### config.mk
export PLATFORM = sky130hd
export DESIGN_NAME = downscale_block
export DESIGN_NICKNAME = d
export VERILOG_FILES = /design/src/rtl/downscale_block.sv
export SDC_FILE = /design/constraint.sdc
export NUM_CORES = 1
export LEC_CHECK = 0
export CORE_ASPECT_RATIO = 0.6
export CORE_UTILIZATION = 50
export DETAILED_ROUTE_END_ITERATION = 16
export PLACE_DENSITY = 0.67
export SLEW_MARGIN = 5
export SYNTH_ARGS = -nofsm -noshare
export SYNTH_HDL_FRONTEND = slang
export SYNTH_SLANG_ARGS = --single-unit
### constraint.sdc
create_clock -name clock_i -period 9.39 [get_ports clock_i]
set_input_delay 1.878 -clock clock_i [delete_from_list [all_inputs] [get_ports clock_i]]
set_output_delay 1.878 -clock clock_i [all_outputs]
set_load 0.01 [all_outputs]
### src/rtl/downscale_block.sv
// Softmax downscale: buffers N FP32 samples, tracks the max, replays x_i - max.
// Optional `DOWNSCALE_MAX_OUT_EN adds downscale_max_o / downscale_max_valid_o.
module downscale_block #(
    parameter int N      = 10,
    parameter int ADDR_W = 4
) (
    input  logic        clock_i,
    input  logic        reset_n_i,
    input  logic [31:0] downscale_data_i,
    input  logic        downscale_data_valid_i,
    output logic        downscale_ready_o,
    output logic [31:0] downscale_data_o,
    output logic        downscale_data_valid_o,
`ifdef DOWNSCALE_MAX_OUT_EN
    output logic [31:0] downscale_max_o,
    output logic        downscale_max_valid_o,
`endif
    output logic        downscale_done_o
);

    typedef enum logic {COLLECT, EMIT} state_t;

    localparam logic [31:0]       NEG_INF = 32'hFF80_0000;
    localparam logic [ADDR_W-1:0] LAST    = ADDR_W'(N - 1);

    // Sign-magnitude order with +0 == -0
    function automatic logic fp_gt(input logic [31:0] a, input logic [31:0] b);
        logic az, bz;
        az = (a[30:0] == 31'd0);
        bz = (b[30:0] == 31'd0);
        if (az && bz)
            return 1'b0;
        if (a[31] != b[31])
            return b[31];
        if (!a[31])
            return a[30:0] > b[30:0];
        return a[30:0] < b[30:0];
    endfunction

    function automatic logic [4:0] lzc24(input logic [23:0] v);
        logic [4:0] n;
        n = 5'd24;
        for (int i = 0; i < 24; i++)
            if (v[i])
                n = 5'(23 - i);
        return n;
    endfunction

    state_t state_q, state_d;

    logic [31:0]       mem [N];
    logic [ADDR_W-1:0] wr_cnt;
    logic [ADDR_W-1:0] rd_cnt;
    logic              rd_busy;
    logic [31:0]       max_q, max_nxt;
    logic              accept, last_in;

    logic        rd_v, rd_last;
    logic [31:0] rd_x;

    logic        s1_v, s1_last, s1_sign, s1_sub;
    logic [7:0]  s1_exp;
    logic [23:0] s1_mb, s1_ms;

    assign accept  = downscale_data_valid_i && (state_q == COLLECT);
    assign last_in = accept && (wr_cnt == LAST);
    assign max_nxt = (accept && fp_gt(downscale_data_i, max_q))
                   ? downscale_data_i : max_q;

    always_ff @(posedge clock_i) begin
        if (!reset_n_i)
            state_q <= COLLECT;
        else
            state_q <= state_d;
    end

    always_comb begin
        state_d = state_q;
        unique case (state_q)
            COLLECT: if (last_in) state_d = EMIT;
            EMIT:    if (downscale_done_o) state_d = COLLECT;
            default: state_d = COLLECT;
        endcase
    end

    always_comb begin
        downscale_ready_o = (state_q == COLLECT);
    end

    always_ff @(posedge clock_i) begin
        if (accept)
            mem[wr_cnt] <= downscale_data_i;
    end

    always_ff @(posedge clock_i) begin
        if (!reset_n_i) begin
            wr_cnt  <= '0;
            rd_cnt  <= '0;
            rd_busy <= 1'b0;
            max_q   <= NEG_INF;
            rd_v    <= 1'b0;
            rd_last <= 1'b0;
            rd_x    <= '0;
        end else begin
            if (state_q == COLLECT) begin
                if (accept) begin
                    wr_cnt <= last_in ? '0 : wr_cnt + 1'b1;
                    max_q  <= max_nxt;
                end
                if (last_in) begin
                    rd_busy <= 1'b1;
                    rd_cnt  <= '0;
                end
            end else if (downscale_done_o) begin
                max_q <= NEG_INF;
            end
            rd_v <= rd_busy;
            if (rd_busy) begin
                rd_x    <= mem[rd_cnt];
                rd_last <= (rd_cnt == LAST);
                rd_cnt  <= rd_cnt + 1'b1;
                if (rd_cnt == LAST)
                    rd_busy <= 1'b0;
            end
        end
    end

    // Stage 1: x + (-max), order by magnitude, align the smaller operand
    logic [31:0] q_op;
    logic [7:0]  pe, qe, be, se, diff;
    logic [23:0] pm, qm, bm, sm, sm_sh;
    logic        p_ge, b_sign;

    always_comb begin
        q_op  = {~max_q[31], max_q[30:0]};
        pe    = rd_x[30:23];
        qe    = q_op[30:23];
        pm    = (pe == 8'd0) ? 24'd0 : {1'b1, rd_x[22:0]};
        qm    = (qe == 8'd0) ? 24'd0 : {1'b1, q_op[22:0]};
        p_ge  = {pe, pm} >= {qe, qm};
        be    = p_ge ? pe : qe;
        se    = p_ge ? qe : pe;
        bm    = p_ge ? pm : qm;
        sm    = p_ge ? qm : pm;
        b_sign = p_ge ? rd_x[31] : q_op[31];
        diff  = be - se;
        sm_sh = (diff >= 8'd24) ? 24'd0 : (sm >> diff);
    end

    always_ff @(posedge clock_i) begin
        if (!reset_n_i) begin
            s1_v    <= 1'b0;
            s1_last <= 1'b0;
            s1_sign <= 1'b0;
            s1_sub  <= 1'b0;
            s1_exp  <= '0;
            s1_mb   <= '0;
            s1_ms   <= '0;
        end else begin
            s1_v    <= rd_v;
            s1_last <= rd_last;
            s1_sign <= b_sign;
            s1_sub  <= rd_x[31] ^ q_op[31];
            s1_exp  <= be;
            s1_mb   <= bm;
            s1_ms   <= sm_sh;
        end
    end

    // Stage 2: add/sub magnitudes, normalise, flush underflow to +0
    logic [24:0]       sum;
    logic [4:0]        lz;
    logic [22:0]       frac;
    logic signed [9:0] exp10;
    logic [31:0]       res;

    always_comb begin
        sum   = s1_sub ? ({1'b0, s1_mb} - {1'b0, s1_ms})
                       : ({1'b0, s1_mb} + {1'b0, s1_ms});
        lz    = lzc24(sum[23:0]);
        frac  = 23'(sum[23:0] << lz);
        exp10 = $signed({2'b00, s1_exp}) - $signed({5'd0, lz});
        res   = 32'd0;
        if (sum[24])
            res = {s1_sign, s1_exp + 8'd1, sum[23:1]};
        else if (sum != 25'd0 && exp10 > 10'sd0)
            res = {s1_sign, exp10[7:0], frac};
    end

    always_ff @(posedge clock_i) begin
        if (!reset_n_i) begin
            downscale_data_o       <= '0;
            downscale_data_valid_o <= 1'b0;
            downscale_done_o       <= 1'b0;
        end else begin
            if (s1_v)
                downscale_data_o <= res;
            downscale_data_valid_o <= s1_v;
            downscale_done_o       <= s1_v && s1_last;
        end
    end

`ifdef DOWNSCALE_MAX_OUT_EN
    always_ff @(posedge clock_i) begin
        if (!reset_n_i) begin
            downscale_max_o       <= '0;
            downscale_max_valid_o <= 1'b0;
        end else begin
            downscale_max_valid_o <= last_in;
            if (last_in)
                downscale_max_o <= max_nxt;
        end
    end
`endif

endmodule

======== Word-level counts from Yosys, hierarchy flattened ========
Memory sizes are Yosys's and may differ from the RTL's. A register that Yosys moved wholly into a read port is not among the register bits.
Cells that the tools add are included.
word-level totals
  bits in registers ....................... 138
  latch bits .............................. 0
  memory bits (writable) .................. 320
  memory bits (read-only) ................. 0
  input port bits ......................... 35
  output and inout bits ................... 35
  word-level logic and storage cells ...... 123
  memories ................................ 1
cells by class
  $add $sub $neg .......................... 7
  $mul .................................... 0
  divide/modulo/power cells ............... 0
  order comparisons ....................... 5
  equality and inequality tests ........... 5
  shift operators ......................... 2
  muxes and demuxes ....................... 63
  bitwise gates (word level) .............. 4
  reductions and logical operators ........ 19
memories
  name  depth  bits a word  rd ports  clocked after Yosys merged registers in  write ports  RTL line  RTL
  mem   10     32           1         1                                        1            51        logic [31:0] mem [N];
operators with widths
  cell                 number
  $mux 32              6
  $mux 5               23
  $mux 24              4
  $logic_not 31->1     2
  $ge 32x32->1         1
  $gt 31x31->1         1
  $lt 31x31->1         1
  $add 24x24->25       1
  $mux 25              1
  $reduce_bool 25->1   1
  $sub 24x24->25       1
  $shl 24x5->23        1
  $shr 24x8->24        1
  $mux 1               21
  $mux 4               5
  $logic_not 8->1      2
  $mux 8               2
  $gt 9x1->1 const B   1
  $sub 8x5->9          1
  $add 4x1->4 const B  2
  $add 8x1->8 const B  1
  $eq 4x4->1 const B   2
  $ge 8x5->1 const B   1
  $sub 8x8->8          1
  12 further kinds     22

======== Logic depth before layout (Yosys ltp) ========
Gate-level depths: netlist (run 1).
  depth after elaboration ................. 31
  mapped depth ............................ 33
  mapped depth without buffers ............ 31

======== Worst setup path after synthesis (run 1) ========
No wires, ideal clock.
  kind .................................... register to register
  from .................................... register s1_ms[6]
  to ...................................... register downscale_data_o[0]
  setup time .............................. 0.080 ns
  arrival time ............................ 6.590 ns
  data required time ...................... 9.310 ns
  slack ................................... 2.720 ns
  stages on the path, launching flop included .. 30
  buffers on the path ..................... 3
  clock period less this slack ............ 6.670 ns
  path through ............................ dfxtp_1 > or4_1 > nor4b_1 > nand3b_1 > nor2b_1 > xnor2_1 > ha_1 > clkbuf_1 > nand3_1 > o221ai_1 > a21o_1 > or4_1 > o211ai_1 > nand3_1 > nor4_4 > inv_2 > buf_2 > ha_1 > o21ai_0 > a21boi_0 > o21ai_0 > nor2b_1 > xnor2_1 > a21oi_1 > nor2_1 > or3_1 > clkbuf_1 > nor2_1 > a221oi_1 > nor3b_1
on the way
  word-level cells in the longest chain between the ends .. 25
  elaborated cells between the ends (all ways) .. 28
  those cells by class .................... add/sub: 3; order compare: 1; shift: 1; mux: 21; reduce/logical: 2
RTL lines
  element                                                  RTL line  RTL
  start, declared                                          63        logic [23:0] s1_mb, s1_ms;
  start signal, assigned                                   166       s1_ms <= sm_sh;
  $add 24x24->25 / $sub 24x24->25 (equally long branches)  179, 178
  $mux 25 *                                                178       sum = s1_sub ? ({1'b0, s1_mb} - {1'b0, s1_ms})
  $mux 5 (18 in series)                                    44        if (v[i])
  $sub 8x5->9                                              182       exp10 = $signed({2'b00, s1_exp}) - $signed({5'd0, lz});
  $gt 9x1->1                                               186       else if (sum != 25'd0 && exp10 > 10'sd0)
  $logic_and 1x1->1                                        186
  $mux 32                                                  186
  $mux 32 *                                                184       if (sum[24])
  end signal, assigned                                     197       downscale_data_o <= res;
  end, declared                                            12        output logic [31:0] downscale_data_o,
Mark *: on every way between the ends. The rest lies on a longest branch, timed or not.
A chain may end at the register's enable or synchronous reset.

======== Final worst setup path (run 1) ========
Same ends and word-level chain as after synthesis.

==> impl_summary.md, run 1 <==
Power and ir drop
Across the VDD grid, the largest voltage drop is 0.000193 V. In this run the static leakage power is 0.0104 uW. For this design the ratio of total power to cell area is 188 mW/mm^2.

Setup path
The register-to-register setup slack is 0.95 ns. The sort of element at the end of the critical path is a flop. The worst setup path category is reg2reg. The standard cell with the maximum stage delay on the critical path is sky130_fd_sc_hd__nor4_1. Data arrives at the worst endpoint at 8.94 ns. Grouping stages by cell kind, the critical path spends the most delay in simple AND/OR/NAND/NOR gates. The worst register-to-register path begins at s1_ms[6]. In this run the worst setup path begins at s1_ms[6]. Counting both buffers and inverters, the worst setup path holds a total of 1. At the worst endpoint, the required time is 9.88 ns.

Along the worst path, the maximum fanout reaches 11. STA classifies the critical path startpoint as a flop. For this run, the slowest stage of the critical path takes 0.80 ns.

Worst hold path
The path class of the tightest hold or removal check is reg2reg. The launch instance of the worst min-delay path is rd_v.

Timing
The hold violation count in the final report is 0. The final setup skew is 0.0246 ns. Of the available clock period, the critical path in the final layout requires 89.9%. Based on the critical path, the design can be clocked at up to 0.118 GHz.

The final-report setup violation count is 0. The smallest clock period supported by the final layout is computed as 8.44 ns. Across all hold checks on the routed design, the worst slack comes to 0.432 ns. Headroom to the max-slew limit came out at 13.3%. Setup repair after global routing left no endpoint under its margin. The final max-slew violation count was 0.

The final-layout setup total negative slack is 0 ns. At the pin with the least slew margin, the transition time is 1.30 ns.

Floorplan
The width of the die is 297 um. The die height is 179 um. The number of primary I/O pins is 70. The standard cell core area is 0.0512 sq mm.

The die footprint is 0.0532 sq mm. The cell row count is 64. Once the floorplan was initialized, standard cells occupied 51.0% of the core.

Drt
The final routed wirelength across all metal layers is 70,700 um. After detailed routing, the number of vias per cell comes to 6.28. The detailed router's first-iteration violation count is 2,037. The remaining number of nets flagged by the antenna check after routing is 0.

The detailed router placed 18,900 vias in this run. After detailed routing, the number of remaining DRC violations is 0. In the final routed layout, each cell accounts on average for 23.5 um. The first TritonRoute pass finished after 6 iterations.

Cells and area
In the layout the commonest cells are 320 x sky130_fd_sc_hd__edfxtp_1, 165 x sky130_fd_sc_hd__dfxtp_1, 163 x sky130_fd_sc_hd__nor2_1, 144 x sky130_fd_sc_hd__nand2_1, 131 x sky130_fd_sc_hd__mux2i_1. Of the cells placed in the final design, the portion with a size suffix greater than 1 is 11.8%. At the end of the flow, the number of nets in the layout was 2,414.

The most common cell after layout, fill and taps aside is sky130_fd_sc_hd__edfxtp_1. The number of antenna diodes in the final layout is 0. The area growth from synthesis to layout is 10.9%.

CTS
Hold repair after CTS inserted 0 buffers. The clock passes through at most 3 buffers. TritonCTS built the clock tree. The buffers inserted during post-CTS setup optimization is 0. The H-tree was split into 2 levels. The root buffer cell is sky130_fd_sc_hd__clkbuf_16.

The clock net sink count is 490. The number of clock buffers added by TritonCTS is 46. Once the clock tree was built, the resizer swapped 0 gates to a different size. The clock transition at the register clock pins on the worst setup and hold paths after CTS is 0.07 ns. The clock latency on the worst-skew pair is 0.59 ns.

Synth
After synthesis, flip-flops and latches occupy 49.8% of the total area. Averaged over all synthesized cells, the footprint is 11.6 sq um. Among all flip-flop cells after synthesis, the most frequent one is sky130_fd_sc_hd__edfxtp_1. The Yosys step of the flow raised 0 warnings. Of all flip-flops after synthesis, the portion carrying an async set or reset was 0%. The number of instances in the synthesized netlist is 2,257. Counting flops and latches in the post-synthesis netlist gives 490. In this run, synthesis inferred 320 flip-flops with an integrated enable. Summing every instance area after synthesis gives 0.0261 sq mm. Counting every net in the synthesized netlist gives 2,395. The number of unique standard cell types used by synthesis is 107.

Placed design
Routability-driven placement finished with a final weighted congestion of 0.992. Once detailed placement completed, the half-perimeter wirelength came to 49,600 um. The count of buffers added on input and output ports is 69.

GRT
Global routing used 26.7% of the available tracks. The via count of the first global-routing pass came to 17,700. The largest net degree at the start of global routing is 80. The first global-routing pass estimated 109,000 um of wire. The number of antenna violations at the first check in global routing came to 1. The total overflow reported by the global router is 0.

Outcome
The run finished with clean final reports.

Job
The number of maximum-capacitance violations is 0.
-- cell type report --
class,count,area (sq um)
Clock inverter,25,290
Tap cell,693,867
Fill cell,4239,22300
Sequential cell,490,13000
Multi-Input combinational cell,1541,12200
Clock buffer,60,1270
Inverter,99,377
Timing Repair Buffer,98,906
-- power by group --
| part | switching, uW | internal [uW] |
|---|---|---|
| Sequential | 28.1 | 2340 |
| Combinational | 751 | 392 |
| Clock | 855 | 1080 |
-- cell usage after synthesis, types with 4 or more instances --
library cell | count | area share [%]
sky130_fd_sc_hd__a31oi_1 | 11 | 0.26
sky130_fd_sc_hd__nand2b_1 | 11 | 0.26
sky130_fd_sc_hd__mux2i_1 | 131 | 5.0
sky130_fd_sc_hd__nor2_1 | 163 | 2.3
sky130_fd_sc_hd__o2111ai_1 | 4 | 0.13
sky130_fd_sc_hd__a211o_1 | 5 | 0.17
sky130_fd_sc_hd__mux2_1 | 4 | 0.17
sky130_fd_sc_hd__or3_1 | 5 | 0.12
sky130_fd_sc_hd__buf_2 | 14 | 0.27
sky130_fd_sc_hd__edfxtp_1 | 320 | 37
sky130_fd_sc_hd__a21boi_0 | 14 | 0.40
sky130_fd_sc_hd__o22ai_1 | 13 | 0.31
sky130_fd_sc_hd__o221ai_1 | 12 | 0.40
sky130_fd_sc_hd__o21ai_1 | 9 | 0.17
sky130_fd_sc_hd__nand2_1 | 144 | 2.1
sky130_fd_sc_hd__mux2_2 | 23 | 0.99
sky130_fd_sc_hd__o21a_1 | 37 | 1.1
sky130_fd_sc_hd__nor4_1 | 29 | 0.69
sky130_fd_sc_hd__nand3_1 | 29 | 0.56
sky130_fd_sc_hd__a22oi_1 | 32 | 0.92
sky130_fd_sc_hd__o211a_1 | 17 | 0.65
sky130_fd_sc_hd__dfxtp_1 | 170 | 13
sky130_fd_sc_hd__nor3b_1 | 5 | 0.14
sky130_fd_sc_hd__or4_1 | 6 | 0.17
sky130_fd_sc_hd__and3_1 | 11 | 0.26
sky130_fd_sc_hd__nor2b_1 | 73 | 1.7
sky130_fd_sc_hd__xor2_1 | 14 | 0.47
sky130_fd_sc_hd__a2bb2oi_1 | 5 | 0.17
sky130_fd_sc_hd__nand4_1 | 22 | 0.53
sky130_fd_sc_hd__o211ai_1 | 13 | 0.37
sky130_fd_sc_hd__and2_1 | 58 | 1.4
sky130_fd_sc_hd__clkbuf_1 | 89 | 1.3
sky130_fd_sc_hd__mux4_2 | 88 | 7.6
sky130_fd_sc_hd__or2_2 | 7 | 0.17
sky130_fd_sc_hd__inv_1 | 95 | 1.4
sky130_fd_sc_hd__a21oi_1 | 115 | 2.2
sky130_fd_sc_hd__buf_1 | 19 | 0.27
sky130_fd_sc_hd__xnor2_1 | 40 | 1.3
sky130_fd_sc_hd__a21o_1 | 32 | 0.92
sky130_fd_sc_hd__nor3_1 | 32 | 0.61
sky130_fd_sc_hd__ha_1 | 101 | 4.8
sky130_fd_sc_hd__o21ai_0 | 81 | 1.6
sky130_fd_sc_hd__o21bai_1 | 4 | 0.12
sky130_fd_sc_hd__a211oi_1 | 54 | 1.6
sky130_fd_sc_hd__a221oi_1 | 7 | 0.23
-- state kept, by name (all words and copies together), names as in the netlist, 8 cells and up --
register,cells
downscale_data_o,32
max_q,32
mem,320
rd_x,32
s1_exp,8
s1_mb,24
s1_ms,24
-- worst paths after layout --
kind | cells past startpoint | endpoint
worst min-delay path | 1 | s1_v
worst max-delay path | 26 | downscale_data_o[0]
worst max register to register | 26 | downscale_data_o[0]
worst min register to register | 1 | s1_v
-- per-layer routing --
layer | track usage (%) | part of all wire, % | up-vias
met3 | 7.98 | 11 | 70
met5 | 1.19 | 0.12 | -
met1 | 42.1 | 49 | 9431
met2 | 36.1 | 39 | 797
li1 | - | - | 8568
met4 | 3.67 | 1.0 | 4
-- metrics by stage --
| stage | std cells | instance area (sq um) | worst slack [ns] | util [%] | power [uW] |
|---|---|---|---|---|---|
| 6_report | 3006 | 29000 | 0.949 | 56.5 | 5440 |
| 5_1_grt | 3006 | 29000 | 0.400 | 56.5 | 5620 |
| 4_1_cts | 3006 | 29000 | 1.25 | 56.5 | 5410 |
| 3_5_place_dp | 2921 | 27400 | 1.31 | 53.5 | 3490 |
| 3_3_place_gp | 2921 | 27400 | 1.57 | 53.5 | 3490 |
| 2_1_floorplan | 2257 | 26100 | 2.72 | - | 3140 |
-- kinds of logic (layout without fill, tap and decap cells) --
kind of cell / count (synthesis) / after routing / share of synthesized area, %
adders and majority gates: 103 / 103 / 4.99
buffers and inverters: 226 / 282 / 3.47
AOI/OAI and AO/OA: 522 / 522 / 14.0
DFF: 490 / 490 / 49.8
and+or+nand+nor: 612 / 612 / 11.8
xor gates and xnor gates: 58 / 58 / 2.10
muxes: 246 / 246 / 13.8
Note: power is estimated with default switching activity, not from simulation.
==> run 2, diff against run 1 <==
PLACE_DENSITY = default   (was 0.67)
PLACE_DENSITY_LB_ADDON = 0.1   (was default)
==> run 2 against run 1 <==
Net effect: clock power decreased by 6%; die area stayed put; first-iteration DRC count is 7.4% lower; combinational power is essentially flat; clock-buffer cell count shrank 5; final area is 0.44% lower; via count down 1.1%; non-clock buffer count unchanged; worst setup slack better by 0.18 ns; routed wire length rose by 3.9%; clock skew up 0.0012 ns; critical path type unchanged; largest cell class unchanged; highest routed layer is now met4.
==> impl_summary.md, run 2 (synthesis results as in run 1) <==
CTS
Gates resized during post-CTS repair numbered 0. The H-tree depth is 2. The largest buffer count on any clock path is 3. The clock drives 490 sinks. The root buffer cell is sky130_fd_sc_hd__clkbuf_16.

The clock latency on the worst-skew pair is 0.58 ns. Buffers inserted to repair hold after CTS numbered 0. The number of buffers created by CTS is 45. TritonCTS built the clock tree. After clock tree synthesis, the clock-pin slew on the worst setup and hold paths is 0.07 ns. The buffers inserted during post-CTS setup optimization is 0.

Cells and area
The repair_antennas step left the layout with diodes totalling 0. In the layout the commonest cells are 320 x sky130_fd_sc_hd__edfxtp_1, 165 x sky130_fd_sc_hd__dfxtp_1, 163 x sky130_fd_sc_hd__nor2_1, 144 x sky130_fd_sc_hd__nand2_1, 131 x sky130_fd_sc_hd__mux2i_1. The most common cell after layout, fill and taps aside is sky130_fd_sc_hd__edfxtp_1.

The number of flip-flops in the largest register is 320. mem holds more flip-flops than any other register. The final-stage net count is 2,413. Counting the fill cells in the layout gives 4,306. Of the cells placed in the final design, the portion with a size suffix greater than 1 is 11.6%.

Compared with the post-synthesis result, the final layout area differs by 10.4%.

Setup path
The worst register-to-register path begins at s1_ms[6]. The worst stage delay on the critical path is 0.79 ns. The arrival time of the worst setup path is 8.76 ns. The worst register-to-register path ends at downscale_data_o[9]. In this run the worst path has a maximum fanout of 25.

The register-to-register setup slack is 1.13 ns. The type of origin of the critical path is a flop. At the worst endpoint, the required time is 9.89 ns. The worst register-to-register path has a depth of 29. The standard cell with the maximum stage delay on the critical path is sky130_fd_sc_hd__a21oi_4. The worst setup path is captured at a flop. The critical path is of the reg2reg type.

GRT
The first global-routing pass estimated 111,000 um of wire. Entering global routing, the biggest net connects 80 pins. The via count of the first global-routing pass is 17,600. The total overflow reported by the global router is 0. The number of antenna violations at the first check in global routing is 0. For this run, the total global-route usage over all layers was measured as 27.6%.

Drt
The number of iterations in the first detailed-routing pass is 6. In this run, the number of DRC markers left after iteration 0 of detailed routing was 1,886. For this run, design rule violations remaining after detail routing come to 0. The final routed wirelength across all metal layers is 73,500 um. Dividing the detail-routed wire length by the instance count gives 24.5 um. The count of nets left with antenna violations once routing finished came out at 0. The routed layout has 18,700 vias.

Dividing the detail-routed via count by the number of cells gives 6.21.

Placed design
The count of buffers added on input and output ports is 69. Once detailed placement completed, the half-perimeter wirelength came to 51,200 um. The congestion estimate from routability-driven global placement came to 0.945.

Floorplan
The die is 297 um wide. The floorplan step defined a die boundary enclosing 0.0532 sq mm. The core region is 0.0512 sq mm. The starting density of the core is 51.0%. From bottom edge to top edge, the die measures 179 um. The cell row count is 64. For this design the top-level I/O count stands at 70.

Worst hold path
The worst hold path stage count is 1. The worst hold path begins at rd_v. The worst hold path terminates at s1_v. The class of the most critical hold timing path is reg2reg.

Timing
At the pin with the least slew margin, the transition time is 1.36 ns. Between clock sinks in the finished design, the worst skew comes to 0.0258 ns. The hold violation count in the final report came to 0.

The final max-slew violation count is 0. The final-layout setup total negative slack is 0 ns. Hold timing on the final database bottoms out at a slack of 0.437 ns. Setup repair after global routing left no endpoint under its margin. The share of the cycle needed by the critical path after routing is 88.0%. The post-route minimum period is 8.26 ns. The achievable clock frequency is 0.121 GHz.

Setup violations remaining at the end of the flow were counted as 0. The worst slew margin relative to its limit is 9.12%.

Job
Max-cap violations in this run came to 0.

Power and ir drop
The analysis attributes to cell leakage a power of 0.0103 uW. IR analysis of the VDD net gives a maximum drop of 0.000150 V. The total power divided by cell area is 184 mW/mm^2.

Outcome
The flow ran to the end, and the final reports show no timing, DRC or antenna violations.
run 2: where the power goes:
group	internal [uW]	switching (uW)	total, uW	leakage, uW
registers	2340	28.6	2360	0.00428
clock network	997	831	1830	0.000706
logic	389	736	1120	0.00532
total	3720	1600	5320	0.0103
run 2: how the worst max path moves through the flow:
stage          cells past startpoint      from              endpoint  slack (ns)
2_1_floorplan                     29  s1_ms[6]   downscale_data_o[0]        2.72
3_3_place_gp                      27  s1_ms[6]  downscale_data_o[11]        1.49
3_5_place_dp                      29  s1_ms[6]  downscale_data_o[21]        1.30
4_1_cts                           29  s1_ms[6]  downscale_data_o[21]        1.26
5_1_grt                           29  s1_ms[6]  downscale_data_o[21]        0.37
6_report                          29  s1_ms[6]   downscale_data_o[9]        1.13
run 2: per-layer routing:
layer | part of all wire [%] | global-route usage, % | wire [um] | up-vias
met5 | 0 | 0 | 0 | -
met1 | 51 | 45.2 | 37500 | 9328
met2 | 38 | 35.9 | 28000 | 699
li1 | - | - | - | 8562
met4 | 1.1 | 3.95 | 821 | 0
met3 | 9.8 | 7.28 | 7170 | 66
run 2: area by class of cell:
type | count | area (sq um) | area share (%)
clock buffers | 55 | 1190 | 4.14
flip-flops and latches | 490 | 13000 | 45.2
clock inverters | 28 | 245 | 0.850
multi-input cells | 1541 | 12200 | 42.4
inverters | 99 | 377 | 1.31
well taps | 693 | 867 | 3.01
repair buffers | 98 | 906 | 3.14
run 2: metrics by stage:
stage | total power [uW] | cells | util [%] | instance area [sq um] | setup WS (ns)
final | 5320 | 3004 | 56.3 | 28800 | 1.13
after global routing | 5490 | 3004 | 56.3 | 28800 | 0.374
after CTS | 5290 | 3004 | 56.3 | 28800 | 1.26
after detailed placement | 3480 | 2921 | 53.5 | 27400 | 1.30
after global placement | 3490 | 2921 | 53.5 | 27400 | 1.49
after floorplan | 3140 | 2257 | - | 26100 | 2.72
run 2: critical path, delay by kind of cell (launching register included):
family                   cells  cell delay, ns
AO/OA/AOI/OAI               10            2.58
flip-flops                   1            0.34
XOR/XNOR                     2            0.32
buffers and inverters        1            0.06
adder cells (fa/ha/maj)      3            1.08
AND/OR/NAND/NOR             13            3.79
==> run 3, diff against run 2 <==
CAP_MARGIN = 25   (was default)
CTS_CLUSTER_SIZE = 20   (was default)
==> run 3 against run 2 <==
Net effect: non-clock buffer count rose by 10; sequential power is essentially flat; clock skew fell by 0.012 ns; largest power group unchanged; critical path type unchanged; sequential share of layout area fell by 0.35 points.
==> impl_summary.md, run 3 (synthesis results as in run 1) <==
Placed design
Input and output buffers added on the ports amount to 69. The minimum setup slack after placement is 1.37 ns. The post-detailed-placement half-perimeter wirelength is 51,400 um. The final weighted congestion in routability-driven placement is 0.945.

Setup path
On the worst path, the slowest cell contributes a delay of 0.79 ns. The critical path required time is 9.90 ns. The worst setup path is of the reg2reg kind.

The cell class contributing the biggest share of worst-path delay is simple AND/OR/NAND/NOR gates. In this run the register-to-register setup slack is 1.21 ns. STA classifies the critical path endpoint as a flop. At the worst endpoint, the arrival time is 8.69 ns. The most frequent cell on the critical path is sky130_fd_sc_hd__a21oi_1. Along the worst path, the maximum fanout reaches 25. The standard cell with the maximum stage delay on the critical path is sky130_fd_sc_hd__a21oi_4.

The combined buffer and inverter count along the critical path is 1. STA classifies the critical path startpoint as a flop.

GRT
The via count of the first global-routing pass is 17,500. Entering global routing, the biggest net connects 80 pins. The first global-routing pass estimated 111,000 um of wire. The overall track demand over capacity in global routing is 27.7%. The number of antenna violations at the first check in global routing is 0. Global routing finished with a remaining overflow of 0.

Drt
In the routed design, unresolved DRC markers number 0. The routed layout has 18,600 vias. The remaining number of nets flagged by the antenna check after routing is 0. After detailed routing, the number of vias per cell comes to 6.18.

Before antenna repair, the detailed router went through 5 iterations. The first routing iteration left 2,192 violations. The final routed wirelength across all metal layers is 73,600 um. The average routed wire per standard cell is 24.4 um.

Timing
The hold violation count in the final report is 0. The final-report setup violation count is 0. For the pin with the worst max-slew slack, the measured transition is 1.09 ns. The final max-slew violation count is 0.

The final-layout setup total negative slack is 0 ns. Once routing completed, OpenROAD measured the worst setup slack at 1.21 ns. Setup repair after global routing left no endpoint under its margin. Across the routed clock network, the largest skew measured is 0.0139 ns. The share of the cycle needed by the critical path after routing is 87.1%. The worst slew margin relative to its limit is 27.4%. The post-route minimum period is 8.18 ns.

Derived from the worst setup path, the maximum achievable clock frequency is 0.122 GHz.

Power and ir drop
The peak supply drop is 0.000151 V. The completed layout was analyzed and its total power is 5350 uW. The total power divided by cell area is 184 mW/mm^2. The leakage power figure is 0.0104 uW.

Cells and area
The top cell types in the final layout, fill and taps aside, are 320 x sky130_fd_sc_hd__edfxtp_1, 165 x sky130_fd_sc_hd__dfxtp_1, 163 x sky130_fd_sc_hd__nor2_1, 144 x sky130_fd_sc_hd__nand2_1, 131 x sky130_fd_sc_hd__mux2i_1. Of the cells placed in the final design, the portion with a size suffix greater than 1 is 12.0%. The library cell used most frequently in the layout, excluding fill and tap cells, is sky130_fd_sc_hd__edfxtp_1.

The number of flip-flops in the largest register is 320. The register bank with the most flops is mem. The final-stage net count is 2,423. 0 antenna diodes ended up in the layout. Compared with the post-synthesis result, the final layout area differs by 11.3%.

Measured on the finished design, the core utilization comes to 56.7%.

CTS
Once the clock tree was built, the resizer swapped 0 gates to a different size. For this design, the CTS-stage hold fixing added 0 buffers. The number of buffers created by CTS is 45. The number of setup buffers added after CTS is 0. The H-tree was split into 2 levels. The clock passes through at most 3 buffers. The root buffer cell is sky130_fd_sc_hd__clkbuf_16. The CTS tree is built.

The clock drives 490 sinks. After clock tree synthesis, the clock-pin slew on the worst setup and hold paths is 0.06 ns. For the worst-skew pair, the clock arrives at the later sink with an insertion delay of 0.58 ns.

Worst hold path
In this run the worst hold path is classified as reg2reg.

Outcome
The run finished with clean final reports.

Floorplan
The number of primary I/O pins is 70. The cell row count is 64. The starting density of the core is 51.0%.

The die covers 0.0532 sq mm. The die height is 179 um. The width of the die is 297 um.

The standard cell core area is 0.0512 sq mm.

Job
Across the run, the number of max-cap violations was 0.
[run 3: cell types whose count changed in the layout (fill, tap and decap cells not counted), moves of 2 or more]
cell	delta
sky130_fd_sc_hd__clkinv_1	-9
sky130_fd_sc_hd__clkbuf_1	+7
sky130_fd_sc_hd__buf_12	+6
sky130_fd_sc_hd__clkbuf_8	+4
sky130_fd_sc_hd__clkinv_2	-3
sky130_fd_sc_hd__buf_16	+2
[run 3: metrics by stage]
step | area, sq um | std cells | hold slack, ns
3_5_place_dp | 27500 | 2926 | 0.433
2_1_floorplan | 26100 | 2257 | 0.412
4_1_cts | 28900 | 3008 | 0.445
3_3_place_gp | 27400 | 2921 | 0.423
5_1_grt | 29100 | 3013 | 0.450
6_report | 29100 | 3013 | 0.439
[run 3: final timing paths]
check             depth (start not counted)     start                    to
hold / removal                            1      rd_v                  s1_v
hold reg to reg                           1      rd_v                  s1_v
setup reg to reg                         29  s1_ms[6]  downscale_data_o[11]
setup / recovery                         29  s1_ms[6]  downscale_data_o[11]
[run 3: cell type report]
type,instances,area [sq um]
timing repair buffer,108,1100
clock buffer,67,1280
sequential,490,13000
clock inverter,15,186
tap,693,867
multi-input combinational,1541,12200
inverter,99,377
fill,4274,22200
[run 3: report_power, final]
group          internal, uW  total (uW)  leakage, uW  switching [uW]
sequential             2340        2360      0.00428            28.6
combinational           395        1130      0.00540             735
clock                  1030        1850     0.000713             820
[run 3: layer usage]
metal  wire length [um]  track usage (%)  share of wire [%]
met5                  0                0                  0
met4                576             3.48               0.78
met3               7440             7.96                 10
met2              28100             35.7                 38
met1              37600             45.5                 51
